===== config.mk =====
export PLATFORM = sky130hd
export DESIGN_NAME = cn_minsum_serial
export DESIGN_NICKNAME = d
export VERILOG_FILES = /design/src/rtl/cn_minsum_serial.sv
export SDC_FILE = /design/constraint.sdc
export NUM_CORES = 1
export LEC_CHECK = 0
export CORE_MARGIN = 8
export CORE_UTILIZATION = 58
export CTS_CLUSTER_DIAMETER = 150
export DETAILED_ROUTE_END_ITERATION = 10
export GPL_ROUTABILITY_DRIVEN = 0
export HOLD_SLACK_MARGIN = 0.05
export MAX_ROUTING_LAYER = met4
export PLACE_DENSITY_LB_ADDON = 0.12
export SETUP_SLACK_MARGIN = 0.05
export SLEW_MARGIN = 20
export SYNTH_ARGS = -nofsm -noshare
export SYNTH_HDL_FRONTEND = slang
export SYNTH_SLANG_ARGS = --single-unit

===== constraint.sdc =====
create_clock -name clk -period 4 [get_ports clk]
set_clock_uncertainty 0.05 [all_clocks]
set_input_delay 0.8 -clock clk [delete_from_list [all_inputs] [get_ports clk]]
set_output_delay 0.8 -clock clk [all_outputs]
set_load 0.05 [all_outputs]

===== src/rtl/cn_minsum_serial.sv =====
// Serial min-sum check-node processor: accumulates min1/min2/index/sign parity per node, then streams offset-corrected replies.
// Optional build macro CN_NORM_EN scales the selected magnitude by 0.75 before the offset is applied.
module cn_minsum_serial #(
    parameter int W       = 8,
    parameter int N_C     = 12,
    parameter int DEG_MAX = 16,
    parameter int OFFSET  = 0
) (
    input  logic                   clk,
    input  logic                   rst,
    input  logic                   in_valid,
    output logic                   in_ready,
    input  logic [W-1:0]           in_data,
    input  logic                   in_last,
    output logic                   out_valid,
    input  logic                   out_ready,
    output logic [W-1:0]           out_data,
    output logic                   out_last,
    output logic [$clog2(N_C)-1:0] cn_idx,
    output logic                   frame_done,
    output logic                   deg_err
);
    localparam int MW  = W - 1;
    localparam int KW  = $clog2(DEG_MAX);
    localparam int CIW = $clog2(N_C);
    localparam logic [MW-1:0] MAXMAG  = '1;
    localparam logic [MW-1:0] OFF_MAG = MW'(OFFSET);
    localparam logic [0:0] S_ACC  = 1'b0;
    localparam logic [0:0] S_EMIT = 1'b1;

    logic [0:0]         state_q, state_d;
    logic [KW-1:0]      cnt_q, cnt_d;
    logic [KW-1:0]      idx_q, idx_d;
    logic [KW-1:0]      k_q, k_d;
    logic [KW-1:0]      last_k_q, last_k_d;
    logic [MW-1:0]      min1_q, min1_d, min2_q, min2_d;
    logic               sxor_q, sxor_d;
    logic [CIW-1:0]     cn_idx_q, cn_idx_d;
    logic               frame_done_q, frame_done_d;
    logic               deg_err_q, deg_err_d;
    logic [DEG_MAX-1:0] sbuf_q;

    logic          accept, emit_hs, in_sign, emit_sign;
    logic [W-1:0]  neg_in, emit_data;
    logic [MW-1:0] in_mag, sel_mag, norm_mag, off_mag;

    assign in_ready   = (state_q == S_ACC);
    assign out_valid  = (state_q == S_EMIT);
    assign accept     = in_valid && in_ready;
    assign emit_hs    = out_valid && out_ready;
    assign cn_idx     = cn_idx_q;
    assign frame_done = frame_done_q;
    assign deg_err    = deg_err_q;

    // Input magnitude; the most negative code has no positive twin and saturates to MAXMAG.
    always_comb begin
        in_sign = in_data[W-1];
        neg_in  = -in_data;
        if (!in_sign)
            in_mag = in_data[MW-1:0];
        else if (in_data == {1'b1, {MW{1'b0}}})
            in_mag = MAXMAG;
        else
            in_mag = neg_in[MW-1:0];
    end

    // Reply magnitude: the edge holding min1 gets min2; a degree-1 node has no other edge and replies 0.
    always_comb begin
        sel_mag = (k_q == idx_q) ? min2_q : min1_q;
        if (last_k_q == '0)
            sel_mag = '0;
`ifdef CN_NORM_EN
        norm_mag = sel_mag - (sel_mag >> 2);
`else
        norm_mag = sel_mag;
`endif
        off_mag   = (norm_mag > OFF_MAG) ? norm_mag - OFF_MAG : '0;
        emit_sign = sxor_q ^ sbuf_q[k_q];
        emit_data = emit_sign ? -{1'b0, off_mag} : {1'b0, off_mag};
    end

    assign out_data = out_valid ? emit_data : '0;
    assign out_last = out_valid && (k_q == last_k_q);

    always_comb begin
        // NOTE: every next-state signal gets its hold value first, so no path through this block can infer a latch.
        state_d      = state_q;
        cnt_d        = cnt_q;
        idx_d        = idx_q;
        k_d          = k_q;
        last_k_d     = last_k_q;
        min1_d       = min1_q;
        min2_d       = min2_q;
        sxor_d       = sxor_q;
        cn_idx_d     = cn_idx_q;
        deg_err_d    = deg_err_q;
        frame_done_d = 1'b0;
        case (state_q)
            S_ACC: begin
                if (accept) begin
                    sxor_d = sxor_q ^ in_sign;
                    if (in_mag < min1_q) begin
                        min2_d = min1_q;
                        min1_d = in_mag;
                        idx_d  = cnt_q;
                    end else if (in_mag < min2_q) begin
                        min2_d = in_mag;
                    end
                    cnt_d = cnt_q + 1'b1;
                    if (in_last || cnt_q == KW'(DEG_MAX - 1)) begin
                        state_d  = S_EMIT;
                        last_k_d = cnt_q;
                        k_d      = '0;
                        if (!in_last)
                            deg_err_d = 1'b1;
                    end
                end
            end
            default: begin
                if (emit_hs) begin
                    k_d = k_q + 1'b1;
                    if (k_q == last_k_q) begin
                        state_d = S_ACC;
                        k_d     = '0;
                        cnt_d   = '0;
                        idx_d   = '0;
                        min1_d  = MAXMAG;
                        min2_d  = MAXMAG;
                        sxor_d  = 1'b0;
                        if (cn_idx_q == CIW'(N_C - 1)) begin
                            cn_idx_d     = '0;
                            frame_done_d = 1'b1;
                        end else begin
                            cn_idx_d = cn_idx_q + 1'b1;
                        end
                    end
                end
            end
        endcase
    end

    // NOTE: state flops use non-blocking assignments so every register samples pre-edge values regardless of block order.
    always_ff @(posedge clk or negedge rst) begin
        if (!rst) begin
            state_q      <= S_ACC;
            cnt_q        <= '0;
            idx_q        <= '0;
            k_q          <= '0;
            last_k_q     <= '0;
            min1_q       <= MAXMAG;
            min2_q       <= MAXMAG;
            sxor_q       <= 1'b0;
            cn_idx_q     <= '0;
            frame_done_q <= 1'b0;
            deg_err_q    <= 1'b0;
        end else begin
            state_q      <= state_d;
            cnt_q        <= cnt_d;
            idx_q        <= idx_d;
            k_q          <= k_d;
            last_k_q     <= last_k_d;
            min1_q       <= min1_d;
            min2_q       <= min2_d;
            sxor_q       <= sxor_d;
            cn_idx_q     <= cn_idx_d;
            frame_done_q <= frame_done_d;
            deg_err_q    <= deg_err_d;
        end
    end

    // NOTE: the sign buffer is deliberately not reset; each entry is written before it is read back for the same node.
    always_ff @(posedge clk) begin
        if (accept)
            sbuf_q[cnt_q] <= in_sign;
    end
endmodule


==> flow_summary_export.csv, run 1 <==
group,metric,value,unit
sta,worst_pin_slew,841.1,ps
route,routedWlPerCell,17.29,um
critical_path,start_kind,"flop",
floorplanning,ios,30,
cts,cts_tree,"yes",
critical_path,max_stage_delay,590,ps
layout,nets,429,
layout,final_cell_mix,"nand2_1, o21ai_0, inv_1, nor2_1, buf_4",
placement,pre_cts_ws,-22.33,ps
floorplanning,die_h,93.75,um
outcome,outcome,"finished clean",
floorplanning,num_rows,28,
synth,ys_seq_area_share,41.33,%
critical_path,cp.required,3150,ps
critical_path,reg2reg_slack,1400,ps
power,p_leak,1.835,nW
sta,period_share,95.07,%
route,wirelength,8.145,mm
power,power_density,911.7,nW/um2
floorplanning,fp.dieW,93.75,um
synth,synthArstFlopShare,70.37,%
route,ant_nets,0,
critical_path,reg2reg_to,"min1_q[5]$_DFFE_PN1P_",
synth,ys_types,57,
power,irDropWorstVdd,0.0009276,V
layout,antennaDiodeCount,0,
critical_path,endpoint_kind,"output port",
flow_run,drv_cap,0,
sta,max_slew_margin,43.93,%
global_route,grt_pass1_wl,13.73,mm
route,viasPerCell,6.045,
global_route,grt_max_degree,39,
sta,setup_viol,0,
cts,path_clk_slew,100,ps
floorplanning,initial_core_util,59.57,%
synth,synth-edff-count,16,
route,vias,2847,
sta,maxSlewViolCount,0,
sta,rsz0062_at_grt,"yes",
critical_path,critPathMaxFanout,9,
cts,root_buffer,"clkbuf_8",
layout,area_growth,17.42,%
critical_path,critical_path_class,"flop to output port",
global_route,grt_pass1_vias,2824,
route,first_iter_violations,203,
critical_path,crit_arrival,2950,ps
global_route,antenna_found_initial,0,
sta,setup_ws,197.2,ps
critical_path,critPathSlowestCell,"mux4_1",
layout,drive_gt1_share,19.44,%
global_route,grt_util_all_layers,19.88,%
worst_hold_path,hold_path.class,"flop to flop",
cts,clock_sinks,54,
synth,synth_area_per_cell,9.848,um2
synth,syn_nets,390,
synth,yosys_warnings,0,
worst_hold_path,whs_endpoint,"deg_err$_DFFE_PN0P_",
sta,tns,0,ps
layout,final_core_util,69.94,%
cts,clockBufferDepth,2,
synth,postSynthCellCount,356,
placement,hpwlAfterDp,6.057,mm
cts,worstSkewPairLatency,310,ps
floorplanning,coreArea,5886,um2
sta,whs,419.3,ps
critical_path,regToRegStartpoint,"k_q[1]$_DFFE_PN0P_",
synth,synth_ff_type,"dfrtp_1",
floorplanning,dieArea,8788,um2
layout,layout_commonest_cell,"nand2_1",
synth,syn_area,3506,um2
global_route,overflow,0,
sta,hold_viol,0,
route,first_pass_iters,4,
synth,ys_ff_latch,54,
route,drc,0,
worst_hold_path,min_path_cells,1,
sta,period_minus_slack,3803,ps
cts,cts-htree-levels,2,
placement,numPortBuffers,29,
sta,fmax,0.2630,GHz
cts,cts-buffers-inserted,5,
critical_path,crit_chain,"mux4_1, mux4_2, xnor2_4, a41oi_1, a21o_1, a21oi_1, buf_12",
critical_path,rr_worst_depth,9,
worst_hold_path,hp-start,"deg_err$_DFFE_PN0P_",
==> power breakdown <==
part | internal, W | switching, W | total, W
sequential | 0.000768 | 0.000219 | 0.000987
combinational | 0.00106 | 0.00141 | 0.00246
clock | 0.000124 | 0.000180 | 0.000303
total | 0.00195 | 0.00180 | 0.00375
==> routing by layer <==
metal	wire [um]	global-route usage (%)	part of all wire (%)	vias up
li1	-	-	-	1376
met3	473	3.277	5.8	6
met5	0	-	0	-
met1	3643	25.77	45	1381
met4	61	4.624	0.75	0
met2	3966	31.74	49	84
==> state kept, by name, indices dropped and copies added, names as in the netlist <==
name        flops
cn_idx          4
cnt_q           4
deg_err         1
frame_done      1
idx_q           4
k_q             4
last_k_q        4
min1_q          7
min2_q          7
out_valid       1
sbuf_q         16
sxor_q          1
==> worst max-delay path by stage <==
stage                                 end                from
finish                        out_data[3]  k_q[1]$_DFFE_PN0P_
global route        min2_q[6]$_DFFE_PN1P_          in_data[0]
CTS                           out_data[4]  k_q[3]$_DFFE_PN0P_
detailed placement  min2_q[4]$_DFFE_PN1P_          in_data[0]
global placement    min1_q[5]$_DFFE_PN1P_          in_data[0]
floorplan                     out_data[7]  k_q[1]$_DFFE_PN0P_
==> layout make-up <==
cell class              count  area [um2]
fillers                   481        1769
clock inverters             2       15.01
clock buffers               6       72.57
well taps                  75       93.84
multi-input cells         261        1911
repair buffers             50       485.5
inverters                  23       86.33
flip-flops and latches     54        1453
==> worst max-delay path: cells and delay by family (launching register included) <==
kind	cells	cell delay (ps)
AOI/OAI and AO/OA	3	530
buffers and inverters	1	180
muxes	2	1130
xor gates and xnor gates	1	330
DFF	1	480
==> through the flow <==
step                      std cells  area (um2)  power (W)
after global placement          461        4000   0.003374
after floorplan                 356        3511   0.002589
after CTS                       469        4089   0.003729
after global routing            471        4116   0.004001
final                           471        4116   0.003753
after detailed placement        461        4000   0.003419
==> cell usage after synthesis, drive strengths merged, types with 4 or more instances <==
master | instances | area [um2]
a21o | 6 | 45.04
a21oi | 21 | 112.6
a2bb2oi | 7 | 61.31
a31oi | 6 | 37.54
and2 | 19 | 118.9
and4 | 4 | 35.03
buf | 4 | 25.02
clkbuf | 14 | 52.55
dfrtp | 24 | 600.6
dfstp | 14 | 367.9
edfxtp | 16 | 480.5
ha | 21 | 262.8
inv | 23 | 86.33
mux2 | 8 | 90.09
mux2i | 9 | 90.09
mux4 | 5 | 123.9
nand2 | 28 | 105.1
nand3 | 8 | 40.04
nor2 | 23 | 86.33
nor3 | 12 | 60.06
o211ai | 4 | 30.03
o21ai | 27 | 135.1
o31ai | 4 | 30.03
xnor2 | 8 | 88.84
xor2 | 5 | 43.79
==> cells by family after synthesis <==
group,after synthesis,synth area share [%]
xor gates and xnor gates,13,3.783
adders and majority gates,21,7.495
and+or+nand+nor,113,16.70
AOI/OAI and AO/OA,92,17.35
DFF,54,41.33
buffers and inverters,41,4.675
muxes,22,8.673
==> what timing repair did <==
item	CTS	global route
setup buffers	0	2
endpoints found under the setup margin	2	11
resized for setup	1	6
hold buffers	0	0
Power figures use the tool's default switching activity.
==> run 2, diff against run 1 <==
- GPL_ROUTABILITY_DRIVEN: 0 -> not set
- TNS_END_PERCENT: not set -> 20
==> results of run 2 <==
Same layout as run 1: the final DEF is identical, and so are final timing and power.
==> run 3, diff against run 2 <==
- SLEW_MARGIN: 20 -> not set
==> results of run 3 <==
Same layout as run 1: the final DEF is identical, and so are final timing and power.
